**src/rtl/priority_encoder_hs.sv**
```systemverilog
// -----------------------------------------------------------------------------
// priority_encoder_hs
//
// Captures request strobes into a pending register and presents the
// highest-index pending line to a consumer with a valid/ack handshake.
// A presented line is held stable until acknowledged (no preemption), and
// acknowledged lines are retired from the pending set. Requests that land
// on a line that is already pending are merged and flagged with DROP.
//
// Ports
//   clk    in   1  rising-edge clock for all state
//   rst_n  in   1  asynchronous active-low reset
//   E      in   1  enable; D is ignored while low
//   D      in   4  request strobes, one bit per line
//   ack    in   1  consumer accepts the presented A while V is high
//   A      out  2  index of the presented line (registered)
//   V      out  1  A is valid (registered)
//   P      out  4  pending-request register
//   DROP   out  1  one-cycle pulse: a request merged into a pending line
// -----------------------------------------------------------------------------
module priority_encoder_hs (
  input  logic       clk,
  input  logic       rst_n,
  input  logic       E,
  input  logic [3:0] D,
  input  logic       ack,
  output logic [1:0] A,
  output logic       V,
  output logic [3:0] P,
  output logic       DROP
);

  typedef enum logic {
    IDLE = 1'b0,
    HOLD = 1'b1
  } state_t;

  state_t     state_reg, state_next;
  logic [1:0] a_reg, a_next;
  logic [3:0] pend_reg, pend_next;
  logic       drop_reg, drop_next;

  logic [3:0] clr;
  logic [3:0] req_in;

  // Fixed priority: line 3 highest, line 0 lowest.
  function automatic logic [1:0] top_index(input logic [3:0] req);
    logic [1:0] idx;
    idx = 2'd0;
    if (req[3])      idx = 2'd3;
    else if (req[2]) idx = 2'd2;
    else if (req[1]) idx = 2'd1;
    else             idx = 2'd0;
    return idx;
  endfunction

  // Retire the presented line only on an accepted handshake; ack while
  // nothing is presented has no effect.
  generate
    for (genvar gi = 0; gi < 4; gi++) begin : g_clr
      assign clr[gi] = (state_reg == HOLD) && ack && (a_reg == gi[1:0]);
    end
  endgenerate

  assign req_in = E ? D : 4'b0000;

  always_comb begin
    state_next = state_reg;
    a_next     = a_reg;
    // Set is OR-ed after the clear so a coincident new request survives.
    pend_next  = (pend_reg & ~clr) | req_in;
    // A request on a line being retired this cycle is new, not a merge.
    drop_next  = |(req_in & pend_reg & ~clr);

    case (state_reg)
      IDLE: begin
        if (pend_reg != 4'b0000) begin
          a_next     = top_index(pend_reg);
          state_next = HOLD;
        end
      end
      HOLD: begin
        // Without ack the presented line is frozen, even if a higher
        // line arrives. With ack, move straight to the next line using
        // the updated pending set so there is no idle bubble.
        if (ack) begin
          if (pend_next != 4'b0000) begin
            a_next = top_index(pend_next);
          end else begin
            state_next = IDLE;
          end
        end
      end
      default: begin
        state_next = IDLE;
      end
    endcase
  end

  always_ff @(posedge clk or negedge rst_n) begin
    if (!rst_n) begin
      state_reg <= IDLE;
      a_reg     <= 2'b00;
      pend_reg  <= 4'b0000;
      drop_reg  <= 1'b0;
    end else begin
      state_reg <= state_next;
      a_reg     <= a_next;
      pend_reg  <= pend_next;
      drop_reg  <= drop_next;
    end
  end

  assign A    = a_reg;
  assign V    = (state_reg == HOLD);
  assign P    = pend_reg;
  assign DROP = drop_reg;

endmodule

```
**config.mk**
```make
export PLATFORM = sky130hd
export DESIGN_NAME = priority_encoder_hs
export DESIGN_NICKNAME = d
export VERILOG_FILES = /design/src/rtl/priority_encoder_hs.sv
export SDC_FILE = /design/constraint.sdc
export NUM_CORES = 1
export LEC_CHECK = 0
export ABC_AREA = 1
export CAP_MARGIN = 20
export CORE_AREA = 2 2 39 41
export DETAILED_ROUTE_END_ITERATION = 10
export DIE_AREA = 0 0 41 43
export PLACE_DENSITY = 0.74
export SETUP_SLACK_MARGIN = 0.4
export SLEW_MARGIN = 20
export SYNTH_ARGS = -nofsm -noshare
export SYNTH_HDL_FRONTEND = slang
export SYNTH_SLANG_ARGS = --single-unit
```
**constraint.sdc**
```tcl
create_clock -name clk -period 1.6 [get_ports clk]
set_input_delay 0.48 -clock clk [delete_from_list [all_inputs] [get_ports clk]]
set_output_delay 0.48 -clock clk [all_outputs]
set_load 0.01 [all_outputs]
```
==> results of run 1 <==
[logic make-up after synthesis]
kind of cell | after synthesis | share of synthesized area, %
compound gates | 9 | 16.8
buf+inv | 5 | 4.05
flops | 8 | 43.2
simple gates | 37 | 36.0
[stage by stage]
stage          setup slack, ns  power (mW)  instance area (um^2)  hold slack [ns]
6_report                 0.176       0.898                   831            0.488
5_1_grt                  0.123       0.948                   831            0.531
4_1_cts                  0.244       0.832                   773            0.502
3_5_place_dp            -0.235       0.591                   686            0.537
3_3_place_gp            -0.238       0.585                   686            0.530
2_1_floorplan            0.359       0.427                   478            0.184
[critical path, delay by kind of cell, from the launching register on]
kind	cells	cell delay (ns)
DFF	1	0.43
buffers and inverters	2	0.25
[cells in the final DEF, fill, tap and decap left out, types with 2 or more instances in the layout]
master / count
clkdlybuf4s50_1: 5
inv_1: 2
buf_4: 10
buf_6: 6
dlygate4sd2_1: 2
clkbuf_4: 3
nand2_4: 2
inv_2: 2
nand2_1: 14
o21ai_4: 2
nand2_2: 9
buf_2: 6
dfrtp_1: 7
nand3_2: 3
nor2_1: 3
[final cells by class]
cell class / instances / area share (%)
multi-input cells: 46 / 38.1
repair buffers: 30 / 29.5
flip-flops and latches: 8 / 24.2
inverters: 5 / 2.56
clock buffers: 4 / 3.16
well taps: 16 / 2.41
[power by group through the flow]
stage	Clock [mW]	Sequential, mW	Combinational, mW
final	0.184	0.261	0.454
after CTS	0.185	0.261	0.386
after global routing	0.193	0.264	0.491
after floorplan	0	0.297	0.129
after detailed placement	0	0.276	0.315
after global placement	0	0.274	0.311
[what timing repair did]
item,4_1_cts,5_1_grt
setup endpoints to repair,15,12
buffers inserted,6,4
pin swaps,11,7
gates resized for setup,49,8
[worst paths after layout]
path	endpoint	startpoint	slack, ns
min in group clk	A[0]$_DFFE_PN0P_	A[0]$_DFFE_PN0P_	0.62
hold / removal	P[0]$_DFF_PN0_	rst_n	0.49
setup / recovery	A[1]	A[1]$_DFFE_PN0P_	0.18
setup reg to reg	DROP$_DFF_PN0_	A[1]$_DFFE_PN0P_	0.19
hold reg to reg	A[0]$_DFFE_PN0P_	A[0]$_DFFE_PN0P_	0.62
max in group asynchronous	V$_DFF_PN0_	rst_n	0.83
[routing by layer]
layer	wire length, um	up-vias
li1	-	260
met1	568	247
met2	707	26
met3	83	7
met4	54	0
met5	0	-
[registers in the layout, summed over array words and instances (netlist names)]
signal	cells
A	2
V	1
P	4
DROP	1
==> results.sh, run 1 <==
export IMPL_critPathMaxFanout=3
export IMPL_power_frac_seq_pct=29.0
export IMPL_worst_ir_drop_vdd_mv=0.595
export IMPL_syn_instance_count=59
export IMPL_cp_start_kind="register"
export IMPL_ys_types=18
export IMPL_grt_use_met2_pct=28.4
export IMPL_top_usage_layer="met2"
export IMPL_use_met1_pct=23.4
export IMPL_syn_area_um2=463
export IMPL_yosysMostFrequentCell="nand2_1"
export IMPL_netlist_area_leader_share_pct=43.2
export IMPL_vias_per_cell=4.95
export IMPL_die_x_um=41
export IMPL_die_area_um2=1760
export IMPL_critPathSlowestCell="dfrtp_1"
export IMPL_synth_area_leaders="dfrtp_1 (43%), nand2_1 (15%), nand2_2 (8.1%), nand3_1 (4.3%), nor2_1 (4.1%)"
export IMPL_synth_top_flop_cell="dfrtp_1"
export IMPL_cts_tree="built"
export IMPL_post_route_util_pct=60.0
export IMPL_p_leak_nw=0.393
export IMPL_setup_violations=0
export IMPL_regArea_um2=201
export IMPL_clock_power_share_pct=20.4
export IMPL_arrival_ns=0.94
export IMPL_end_kind="output pin"
export IMPL_dr_pass1_iters=4
export IMPL_finalCriticalPeriod_ns=1.42
export IMPL_yosys_area_top_type="dfrtp_1"
export IMPL_async_reset_ff_share_pct=100
export IMPL_yosysWarnings=0
export IMPL_status="complete, no violations"
export IMPL_htree_levels=1
export IMPL_syn_num_nets=67
export IMPL_hold_viol_final=0
export IMPL_cts_root_buf="clkbuf_4"
export IMPL_clk_latency_ns=0.27
export IMPL_use_met3_pct=3.14
export IMPL_post_drt_wl_per_cell_um=13.0
export IMPL_cts_hold_buf=0
export IMPL_vias=540
export IMPL_grt_pass1_vias=519
export IMPL_grt_pass1_wl_um=2190
export IMPL_cts_sinks=8
export IMPL_clk_path_buf_depth=2
export IMPL_reg2reg_depth=8
export IMPL_rows=14
export IMPL_synth_edf_count=0
export IMPL_yosysSeqAreaShare_pct=43.2
export IMPL_finClkSkew_ns=0.00289
export IMPL_rsz0062_at_grt="true"
export IMPL_remaining_drc_errors=0
export IMPL_grt_max_degree=9
export IMPL_swShare_pct=37.0
export IMPL_numCtsBuffers=3
export IMPL_cp_data_required_time_ns=1.12
export IMPL_core_um2=1380
export IMPL_critical_path_class="reg2out"
export IMPL_cpMostUsedCell="buf_6"
export IMPL_final_antenna_net_count=0
export IMPL_path_clk_slew_ns=0.06
export IMPL_pin_count=16
export IMPL_syn_avg_cell_area_um2=7.85
export IMPL_max_freq_mhz=702
export IMPL_setup_tns_ns=0
export IMPL_path_cells="buf_6, buf_6"
export IMPL_p_sw_uw=332
export IMPL_final_net_count=102
export IMPL_instances_no_fill=109
export IMPL_hold_class="in2async"
export IMPL_cap_violations=0
export IMPL_diodes=0
export IMPL_p_int_uw=566
export IMPL_critPathMaxStageDelay_ns=0.43
export IMPL_min_period_over_period_pct=89.0
export IMPL_track_usage_pct=18.8
export IMPL_area_growth_pct=79.5
export IMPL_portBuffers=15
export IMPL_wirelength_um=1410
export IMPL_fillers=117
export IMPL_overflow=0
export IMPL_yosys_top_cells_count="nand2_1 (19), dfrtp_1 (8), nand2_2 (6)"
export IMPL_synth_seq_cells=8
export IMPL_gp_congestion=0.885
export IMPL_drv_slew=0
export IMPL_drive_above_1_share_pct=55.9
export IMPL_p_per_area_nw_per_um2=1080
export IMPL_power_frac_comb_pct=50.5
export IMPL_antenna_found_initial=0
export IMPL_multiInputGateArea_um2=317
export IMPL_die_h_um=43
export IMPL_first_iter_violations=15
export IMPL_dp_cells=95
export IMPL_initial_core_util_pct=33.5
export IMPL_hpwl_um=864
export IMPL_max_slew_margin_rel_pct=75.4
export IMPL_worst_pin_slew_ns=0.368
(Power assumes the default switching activity.)
==> inputs of run 2 (changes only) <==
--- a/config.mk
+++ b/config.mk
@@ -6,6 +6,7 @@
 export NUM_CORES = 1
 export LEC_CHECK = 0
 export ABC_AREA = 1
+export ABC_CLOCK_PERIOD_IN_PS = 1600
 export CAP_MARGIN = 20
 export CORE_AREA = 2 2 39 41
 export DETAILED_ROUTE_END_ITERATION = 10
==> results of run 2 <==
Final layout, timing and power as in run 1 (identical DEF).
==> inputs of run 3 (changes only) <==
--- a/config.mk
+++ b/config.mk
@@ -12,6 +12,7 @@
 export DETAILED_ROUTE_END_ITERATION = 10
 export DIE_AREA = 0 0 41 43
 export PLACE_DENSITY = 0.74
+export RECOVER_POWER = 100
 export SETUP_SLACK_MARGIN = 0.4
 export SLEW_MARGIN = 20
 export SYNTH_ARGS = -nofsm -noshare
==> run 3 against run 2 <==
Effect of this change: non-clock buffer count unchanged; sequential power about the same; first-iteration DRC count rose by 6.7%; hold slack better by 0.069 ns; clock skew is 0.0011 ns lower; register-to-register slack hardly changed; sequential cell count unchanged; critical endpoint unchanged; combinational power fell by 4.4%; worst setup slack lost 0.019 ns; clock power is essentially flat; via count down 0.37%; utilization down 1.5 points; largest power group unchanged.
==> results.sh, run 3 (synthesized netlist as in run 1, its figures left out) <==
export IMPL_max_slew_margin_rel_pct=75.0
export IMPL_finalCriticalPeriod_ns=1.44
export IMPL_power_frac_comb_pct=49.3
export IMPL_layout_commonest_cell="nand2_1"
export IMPL_drv_slew=0
export IMPL_path_clk_slew_ns=0.06
export IMPL_power_frac_seq_pct=29.6
export IMPL_setup_violations=0
export IMPL_status="complete, no violations"
export IMPL_cts_tree="built"
export IMPL_arrival_ns=0.96
export IMPL_cts_hold_buf=0
export IMPL_vias=538
export IMPL_hold_viol_final=0
export IMPL_numCtsBuffers=3
export IMPL_p_leak_nw=0.373
export IMPL_die_h_um=43
export IMPL_antenna_found_initial=0
export IMPL_critical_path_class="reg2out"
export IMPL_vias_per_cell=4.94
export IMPL_clk_path_buf_depth=2
export IMPL_post_dp_cell_area_um2=686
export IMPL_post_drt_wl_per_cell_um=12.9
export IMPL_area_growth_pct=74.9
export IMPL_totalPowerFinal_uw=879
export IMPL_hold_class="in2async"
export IMPL_largest_reg_flops=4
export IMPL_grt_pass1_vias=519
export IMPL_dr_pass1_iters=4
export IMPL_cts_sinks=8
export IMPL_pin_count=16
export IMPL_end_kind="output pin"
export IMPL_hpwl_um=864
export IMPL_final_net_count=102
export IMPL_wirelength_um=1410
export IMPL_first_iter_violations=16
export IMPL_cts_root_buf="clkbuf_4"
export IMPL_finClkSkew_ns=0.00174
export IMPL_clock_power_share_pct=21.0
export IMPL_clk_latency_ns=0.27
export IMPL_place_ws_ns=-0.235
export IMPL_swShare_pct=37.6
export IMPL_worst_pin_slew_ns=0.373
export IMPL_die_area_um2=1760
export IMPL_min_period_over_period_pct=90.2
export IMPL_rows=14
export IMPL_final_antenna_net_count=0
export IMPL_max_freq_mhz=693
export IMPL_fillers=120
export IMPL_timing_rr_start="A[1]$_DFFE_PN0P_"
export IMPL_rsz0062_at_grt="true"
export IMPL_grt_max_degree=9
export IMPL_final_cell_mix="nand2_1 (16), buf_4 (10), clkbuf_1 (9)"
export IMPL_reg2reg_depth=9
export IMPL_reg2reg_slack_ns=0.18
export IMPL_gp_congestion=0.885
export IMPL_overflow=0
export IMPL_die_x_um=41
export IMPL_diodes=0
export IMPL_portBuffers=15
export IMPL_drive_above_1_share_pct=45.2
export IMPL_p_per_area_nw_per_um2=1090
export IMPL_setup_slack_ns=0.157
export IMPL_timing_hold_ws_ns=0.557
export IMPL_remaining_drc_errors=0
export IMPL_track_usage_pct=18.8
export IMPL_critPathMaxFanout=3
export IMPL_timing_rr_end="A[0]$_DFFE_PN0P_"
export IMPL_grt_pass1_wl_um=2190
export IMPL_cp_data_required_time_ns=1.12
export IMPL_cp_start_kind="register"
export IMPL_initial_core_util_pct=33.5
export IMPL_p_sw_uw=331
export IMPL_stdcell_area_um2=810
export IMPL_cap_violations=0
export IMPL_core_um2=1380
export IMPL_htree_levels=1
export IMPL_worst_ir_drop_vdd_mv=0.587
export IMPL_p_int_uw=548
[run 3: through the flow]
stage | instances | util [%] | setup TNS (ns)
finish | 109 | 58.5 | 0
global route | 109 | 58.5 | 0
CTS | 105 | 55.9 | 0
detailed placement | 95 | 49.5 | -0.674
global placement | 95 | 49.5 | -0.709
floorplan | 59 | - | 0
[run 3: area by class of cell]
type,instances,area (um^2),share of cell area [%]
flip-flops and latches,8,201,24.9
clock buffers,4,26.3,3.25
repair buffers,30,229,28.3
well taps,16,20.0,2.47
inverters,5,21.3,2.63
multi-input cells,46,312,38.5
[run 3: worst max-delay path by stage]
stage | startpoint | end | slack (ns) | cells past startpoint
after floorplan | ack | A[0]$_DFFE_PN0P_ | 0.36 | 7
after global placement | ack | A[0]$_DFFE_PN0P_ | -0.24 | 8
after detailed placement | ack | A[0]$_DFFE_PN0P_ | -0.24 | 8
after CTS | P[1]$_DFF_PN0_ | P[1] | 0.24 | 1
after global routing | A[1]$_DFFE_PN0P_ | A[1]$_DFFE_PN0P_ | 0.09 | 9
final | A[1]$_DFFE_PN0P_ | A[1] | 0.16 | 2
[run 3: worst max-delay path, stage by stage (launching register included)]
cell and delay, ns:
dfrtp_1 0.40, clkbuf_1 0.17, buf_6 0.12
[run 3: timing repair]
action                                  4_1_cts  5_1_grt
resized for setup                            49        8
setup buffers                                 6        4
pin swaps                                    11        7
endpoints found under the setup margin       15       12
[run 3: power by group through the flow]
stage	logic [mW]	clock network, mW	registers [mW]
finish	0.434	0.185	0.260
global route	0.470	0.193	0.264
CTS	0.386	0.185	0.261
detailed placement	0.315	0	0.276
global placement	0.311	0	0.274
floorplan	0.129	0	0.297
[run 3: routing by layer]
metal  wire [um]  share of wire [%]  GRT usage (%)  vias up
li1            -                  -              -      259
met2         717                 51           28.4       22
met5           0                  0              0        -
met4          56                4.0           12.0        0
met1         564                 40           23.4      248
met3          68                4.8           3.14        9
